==> src/rtl/div_ctrl_pkg.sv <==
// div_ctrl_pkg -- shared types and constants for the divider controller.
//   state_t : controller FSM states
//   op_t    : EX operation codes (bit 1 = unsigned IP, bit 0 = remainder)
//   DATA_W_DEF : default operand width
package div_ctrl_pkg;

   localparam int DATA_W_DEF = 32;

   typedef enum logic [2:0] {
      IDLE  = 3'd0,
      SEND  = 3'd1,
      WAIT  = 3'd2,
      DONE  = 3'd3,
      DRAIN = 3'd4
   } state_t;

   typedef enum logic [1:0] {
      OP_DIV  = 2'b00,
      OP_MOD  = 2'b01,
      OP_DIVU = 2'b10,
      OP_MODU = 2'b11
   } op_t;

   // Unsigned ops are routed to the udiv IP.
   function automatic logic op_is_unsigned(input logic [1:0] op);
      return op[1];
   endfunction

   // Remainder ops return the low half of the IP result.
   function automatic logic op_is_mod(input logic [1:0] op);
      return op[0];
   endfunction

endpackage

==> src/rtl/div_src_hs.sv <==
// div_src_hs -- one AXI-stream source channel toward a divider IP.
//   clk, resetn : clock, async active-low reset
//   start       : load a new operand (raises tvalid next cycle)
//   tready      : channel ready from the IP (already steered to the selected IP)
//   tvalid      : channel valid (registered)
//   done        : handshake finished, either earlier or in this very cycle
module div_src_hs (
   input  logic clk,
   input  logic resetn,
   input  logic start,
   input  logic tready,
   output logic tvalid,
   output logic done
);

   logic accepted;

   // tvalid only falls on its own handshake, so nothing upstream
   // (flush included) can withdraw it.
   always_ff @(posedge clk or negedge resetn) begin
      if (!resetn) begin
         tvalid   <= 1'b0;
         accepted <= 1'b0;
      end else if (start) begin
         tvalid   <= 1'b1;
         accepted <= 1'b0;
      end else if (tvalid && tready) begin
         tvalid   <= 1'b0;
         accepted <= 1'b1;
      end
   end

   // Including the live handshake lets SEND exit in the same cycle the
   // last channel completes.
   assign done = accepted || (tvalid && tready);

endmodule

==> src/rtl/div_ctrl.sv <==
// div_ctrl -- sequences one divide/modulo request from EX through a signed
// (sdiv) or unsigned (udiv) AXI-stream divider IP and returns the result.
//   clk, resetn                 : clock, async active-low reset (also IP aresetn)
//   req_valid/req_ready/req_op  : request handshake, op 00 div 01 mod 10 divu 11 modu
//   req_src1/req_src2           : dividend / divisor
//   flush                       : cancel the in-flight operation
//   res_valid/res_ready/res_data: result handshake to EX
//   busy                        : controller not idle
//   div_dividend/div_divisor    : registered operands shared by both IPs
//   {s,u}div_*_tvalid/tready    : per-IP source channels
//   {s,u}div_dout_tvalid/tdata  : IP result, quotient high half, remainder low half
// Build option: DIV_ZERO_BYPASS_EN -- a zero divisor skips the IP and returns
// 0 (div/divu) or the dividend (mod/modu).
module div_ctrl
   import div_ctrl_pkg::*;
#(
   parameter int DATA_W = DATA_W_DEF
) (
   input  logic                clk,
   input  logic                resetn,
   input  logic                req_valid,
   output logic                req_ready,
   input  logic [1:0]          req_op,
   input  logic [DATA_W-1:0]   req_src1,
   input  logic [DATA_W-1:0]   req_src2,
   input  logic                flush,
   output logic                res_valid,
   input  logic                res_ready,
   output logic [DATA_W-1:0]   res_data,
   output logic                busy,
   output logic [DATA_W-1:0]   div_dividend,
   output logic [DATA_W-1:0]   div_divisor,
   output logic                sdiv_dividend_tvalid,
   input  logic                sdiv_dividend_tready,
   output logic                sdiv_divisor_tvalid,
   input  logic                sdiv_divisor_tready,
   output logic                udiv_dividend_tvalid,
   input  logic                udiv_dividend_tready,
   output logic                udiv_divisor_tvalid,
   input  logic                udiv_divisor_tready,
   input  logic                sdiv_dout_tvalid,
   input  logic [2*DATA_W-1:0] sdiv_dout_tdata,
   input  logic                udiv_dout_tvalid,
   input  logic [2*DATA_W-1:0] udiv_dout_tdata
);

   state_t              state_q, state_d;
   logic [1:0]          op_q;
   logic                cancel_q, cancel_d;
   logic                byp_q, byp_d;
   logic                accept, start, sel_u;
   logic                dvd_tvalid, dvd_tready, dvd_done;
   logic                dvs_tvalid, dvs_tready, dvs_done;
   logic                dout_v;
   logic [2*DATA_W-1:0] dout_d;
   logic                cap_dout, cap_byp;

   assign req_ready = (state_q == IDLE) && !flush;
   assign accept    = req_valid && req_ready;

`ifdef DIV_ZERO_BYPASS_EN
   assign byp_d = (req_src2 == '0);
`else
   assign byp_d = 1'b0;
`endif

   // A bypassed request never raises tvalid on either IP.
   assign start = accept && !byp_d;
   assign sel_u = op_is_unsigned(op_q);

   // Operands are shared; only tvalid/tready/dout are steered by the op.
   assign dvd_tready = sel_u ? udiv_dividend_tready : sdiv_dividend_tready;
   assign dvs_tready = sel_u ? udiv_divisor_tready  : sdiv_divisor_tready;
   assign dout_v     = sel_u ? udiv_dout_tvalid     : sdiv_dout_tvalid;
   assign dout_d     = sel_u ? udiv_dout_tdata      : sdiv_dout_tdata;

   assign sdiv_dividend_tvalid = dvd_tvalid && !sel_u;
   assign sdiv_divisor_tvalid  = dvs_tvalid && !sel_u;
   assign udiv_dividend_tvalid = dvd_tvalid &&  sel_u;
   assign udiv_divisor_tvalid  = dvs_tvalid &&  sel_u;

   div_src_hs u_dvd_hs (
      .clk    (clk),
      .resetn (resetn),
      .start  (start),
      .tready (dvd_tready),
      .tvalid (dvd_tvalid),
      .done   (dvd_done)
   );

   div_src_hs u_dvs_hs (
      .clk    (clk),
      .resetn (resetn),
      .start  (start),
      .tready (dvs_tready),
      .tvalid (dvs_tvalid),
      .done   (dvs_done)
   );

   assign res_valid = (state_q == DONE);
   assign busy      = (state_q != IDLE);

   always_comb begin
      state_d  = state_q;
      cancel_d = cancel_q;
      cap_dout = 1'b0;
      cap_byp  = 1'b0;
      unique case (state_q)
         IDLE: begin
            if (accept) begin
               state_d  = SEND;
               cancel_d = 1'b0;
            end
         end
         SEND: begin
            // Flush here is remembered; the handshakes still have to finish.
            if (flush) cancel_d = 1'b1;
            if (byp_q) begin
               // Zero-divisor bypass: one pass through SEND so the result is
               // built from the registered operands.
               if (flush || cancel_q) begin
                  state_d = IDLE;
               end else begin
                  state_d = DONE;
                  cap_byp = 1'b1;
               end
            end else if (dvd_done && dvs_done) begin
               state_d = (flush || cancel_q) ? DRAIN : WAIT;
            end
         end
         WAIT: begin
            if (flush) begin
               // A result landing with the flush is already consumed.
               state_d = dout_v ? IDLE : DRAIN;
            end else if (dout_v) begin
               state_d  = DONE;
               cap_dout = 1'b1;
            end
         end
         DONE: begin
            if (flush || res_ready) state_d = IDLE;
         end
         DRAIN: begin
            if (dout_v) state_d = IDLE;
         end
         default: state_d = IDLE;
      endcase
   end

   always_ff @(posedge clk or negedge resetn) begin
      if (!resetn) begin
         state_q      <= IDLE;
         op_q         <= OP_DIV;
         cancel_q     <= 1'b0;
         byp_q        <= 1'b0;
         div_dividend <= '0;
         div_divisor  <= '0;
         res_data     <= '0;
      end else begin
         state_q  <= state_d;
         cancel_q <= cancel_d;
         if (accept) begin
            op_q         <= req_op;
            div_dividend <= req_src1;
            div_divisor  <= req_src2;
            byp_q        <= byp_d;
         end
         if (cap_dout)
            res_data <= op_is_mod(op_q) ? dout_d[DATA_W-1:0] : dout_d[2*DATA_W-1:DATA_W];
         else if (cap_byp)
            res_data <= op_is_mod(op_q) ? div_dividend : '0;
      end
   end

endmodule

==> config.mk <==
export PLATFORM = sky130hd
export DESIGN_NAME = div_ctrl
export DESIGN_NICKNAME = d
export VERILOG_FILES = /design/src/rtl/div_ctrl_pkg.sv /design/src/rtl/div_src_hs.sv /design/src/rtl/div_ctrl.sv
export SDC_FILE = /design/constraint.sdc
export NUM_CORES = 1
export LEC_CHECK = 0
export BUFFER_PORTS_ARGS = -buffer_cell sky130_fd_sc_hd__clkbuf_2
export CAP_MARGIN = 20
export CORE_MARGIN = 2
export CORE_UTILIZATION = 23
export CTS_BUF_LIST = sky130_fd_sc_hd__clkbuf_8
export DETAILED_ROUTE_END_ITERATION = 6
export PLACE_DENSITY_LB_ADDON = 0.3
export SYNTH_ARGS = -nofsm -noshare
export SYNTH_HDL_FRONTEND = slang
export SYNTH_HIERARCHICAL = 1
export SYNTH_SLANG_ARGS = --single-unit
==> constraint.sdc <==
create_clock -name clk -period 1.7 [get_ports clk]
set_input_delay 0.425 -clock clk [delete_from_list [all_inputs] [get_ports clk]]
set_output_delay 0.425 -clock clk [all_outputs]
set_load 0.02 [all_outputs]
==> summary.md <==
| Metric | Value |
|---|---|
| Fin. Hold Viols | `0` |
| Share of cells above drive strength 1 | `79.6%` |
| CP max stage delay | `460 ps` |
| Max-cap violations | `0` |
| Slowest cell on the critical path | `dfrtp_2` |
| Worst Hold Class | `in2reg` |
| First-pass GRT wire length | `24.0 mm` |
| Crit path capture type | `primary output` |
| Clk_skew | `19.3 ps` |
| Sequential fraction of the synthesis area | `52.5%` |
| Post-Syn Area per Cell | `16.6 sq um` |
| First-iteration detailed-routing DRC count | `134` |
| Most frequent cells in the layout | `clkbuf_2, dfrtp_1, mux2_4, mux2_2, mux4_2` |
| Total GRT Usage | `13.2%` |
| Final setup fails | `23` |
| Register clock-pin slew on the reported worst setup and hold paths | `120 ps` |
| Hpwl dp | `11.3 mm` |
| I/O Buffers | `307` |
| Core area | `21700 sq um` |
| RePlAce Congestion | `0.745` |
| Largest net degree at the start of global routing | `44` |
| Fin crit share | `105%` |
| Area growth from synthesis to layout | `52.7%` |
| Relative slew margins | `77.7%` |
| Clk sinks | `106` |
| CTS tree | `yes` |
| Synth Instances | `304` |
| Final WL | `15.6 mm` |
| FF+latch count, synth | `106` |
| Pwr dens | `1790 nW/um^2` |
| Max-slew violations | `0` |
| Post-placement cell count | `887` |
| Max Clk Rate | `559 MHz` |
| Slew at the pin closest to its max-slew limit | `333 ps` |
| Initial Util | `23.3%` |
| Critical path, cell by cell | `nor4_4 -> clkbuf_8` |
| Critical Path AT | `1360 ps` |
| Clk_lat worst skew | `380 ps` |
| Min setup slack post-route | `-89.1 ps` |
| Post-layout minimum cycle time | `1790 ps` |
| WHS | `256 ps` |
| Unrepaired setup endpoints after global routing | `true` |
| Initial antenna violation count | `0` |
| Gr ovfl total | `0` |
| Crit path buffers/inverters | `1` |
| WL/cell | `17.0 um` |
| Mapped cell area | `5050 sq um` |
| Die width | `152 um` |
| Vias in the first global route | `4395` |
| Status | `finished with violations` |
| Leak | `4.05 nW` |
| Routed vias | `3957` |
| Row cnt | `54` |
| Nets | `838` |
| IO Count | `308` |
| ANT cells | `0` |
| Maximum VDD drop | `0.000874 V` |
| Req. time, crit path | `1270 ps` |
| CTS Buf Count | `9` |
| CTS max path bufs | `2` |
| First-pass DRT Iterations | `4` |
| Syn Nets | `509` |
| DRC viols | `0` |
| Critical path type | `reg2out` |
| Die H | `152 um` |
| Die area | `23200 sq um` |
| Violations in the final reports | `negative setup slack` |
| Commonest non-fill, non-tap cell in the layout | `clkbuf_2` |
| Synth warn | `6` |
| Final ANT Viol Nets | `0` |
| Crit-path max FO | `4` |
| Reg2Reg Setup Slack | `-80 ps` |
| CTS H-tree lvls | `3` |
| Final Non-Filler Cells | `918` |
| Synth cell types | `36` |
| Via/cell ratio | `4.31` |
| Setup tns final | `-1380 ps` |
| Cell family with most CP delay | `flip-flops` |
| CTS root buf | `clkbuf_8` |
| Critical path startpoint category | `register` |
[report_power, final]
part	internal (mW)	leakage, nW	total, mW	switching, mW
registers	3.76	1.29	4.46	0.701
logic	4.02	2.66	7.70	3.68
clock network	0.620	0.105	1.63	1.01
total	8.40	4.05	13.8	5.39
[layout make-up]
cell class,instances,area (sq um)
tap,280,350
timing repair buffer,340,2060
sequential,106,2660
inverter,3,11.3
clock buffer,10,138
multi-input combinational,173,2430
fill,2148,14000
clock inverter,6,70.1
[Yosys cell counts (all sizes together)]
| master | count | share of area [%] |
|---|---|---|
| a21oi | 2 | 0.20 |
| a31oi | 1 | 0.12 |
| clkbuf | 7 | 0.52 |
| nand2b | 1 | 0.12 |
| nor4 | 1 | 0.42 |
| mux2 | 101 | 25 |
| nor2b | 4 | 0.79 |
| o22ai | 1 | 0.12 |
| nand4b | 1 | 0.17 |
| or4b | 1 | 0.20 |
| mux2i | 1 | 0.20 |
| o21a | 1 | 0.15 |
| inv | 3 | 0.22 |
| nand3 | 2 | 0.20 |
| nand3b | 1 | 0.15 |
| or3 | 1 | 0.12 |
| o21ba | 1 | 0.20 |
| a311oi | 1 | 0.17 |
| and2 | 2 | 0.25 |
| dfrtp | 106 | 52 |
| nor2 | 6 | 0.45 |
| a32o | 1 | 0.20 |
| a21boi | 1 | 0.15 |
| or4 | 1 | 0.15 |
| nand2 | 3 | 0.27 |
| buf | 15 | 2.1 |
| mux4 | 32 | 14 |
| o211ai | 1 | 0.15 |
| a21o | 4 | 0.64 |
| nor3b | 1 | 0.15 |
[final timing paths]
path                                           from                    endpoint  depth (start not counted)
max                          state_q[2]$_DFFE_PN0P_                   req_ready                          2
min in group asynchronous                    resetn  div_divisor[9]$_DFFE_PN0P_                          2
min                                     req_src2[2]  div_divisor[2]$_DFFE_PN0P_                          2
min reg2reg                res_data[15]$_DFFE_PN0P_    res_data[15]$_DFFE_PN0P_                          1
max in group asynchronous                    resetn      state_q[0]$_DFFE_PN0P_                          3
max reg2reg                     op_q[1]$_DFFE_PN0P_    res_data[18]$_DFFE_PN0P_                          6
[registers in the layout (all words and copies together), names as in the netlist]
register           cells
state_q                3
res_data              32
u_dvs_hs/accepted      1
u_dvd_hs/accepted      1
u_dvs_hs/tvalid        1
div_dividend          32
op_q                   2
u_dvd_hs/tvalid        1
div_divisor           32
cancel_q               1
[metrics by stage]
step | area (sq um) | setup WS [ps] | power, mW | util (%)
floorplan | 5070 | -47.2 | 8.99 | -
global placement | 7060 | -0.514 | 11.4 | 32.6
detailed placement | 7060 | -39.2 | 11.5 | 32.6
CTS | 7620 | -134 | 13.8 | 35.1
global route | 7720 | -137 | 14.7 | 35.6
finish | 7720 | -89.1 | 13.8 | 35.6
[logic make-up (layout without fill, tap and decap cells)]
group / after synthesis / count (layout) / synth area share (%)
compound gates: 14 / 14 / 2.10
buf+inv: 25 / 359 / 2.87
flops: 106 / 106 / 52.5
mux: 134 / 134 / 39.1
simple gates: 25 / 25 / 3.44
[worst register-to-register path, cell delays in order (launching register included)]
cell      delay [ps]
dfrtp_2          440
buf_6            130
mux2_4           310
nand4b_1         110
buf_6            150
buf_12           190
mux2_4           330
[repair_timing]
item,4_1_cts,5_1_grt
hold endpoints to repair,21,0
pin swaps,2,3
hold buffers,1,0
gates cloned,3,3
setup buffers,10,2
setup endpoints to repair,38,44
gates resized for setup,51,21
[layer usage]
metal / vias to the layer above / routed length, um / track usage (%)
met4: 0 / 314 / 4.85
met2: 163 / 7800 / 22.8
met5: - / 0 / 0
li1: 1796 / - / -
met1: 1980 / 6380 / 15.6
met3: 18 / 1090 / 3.53
(Power assumes the default switching activity.)
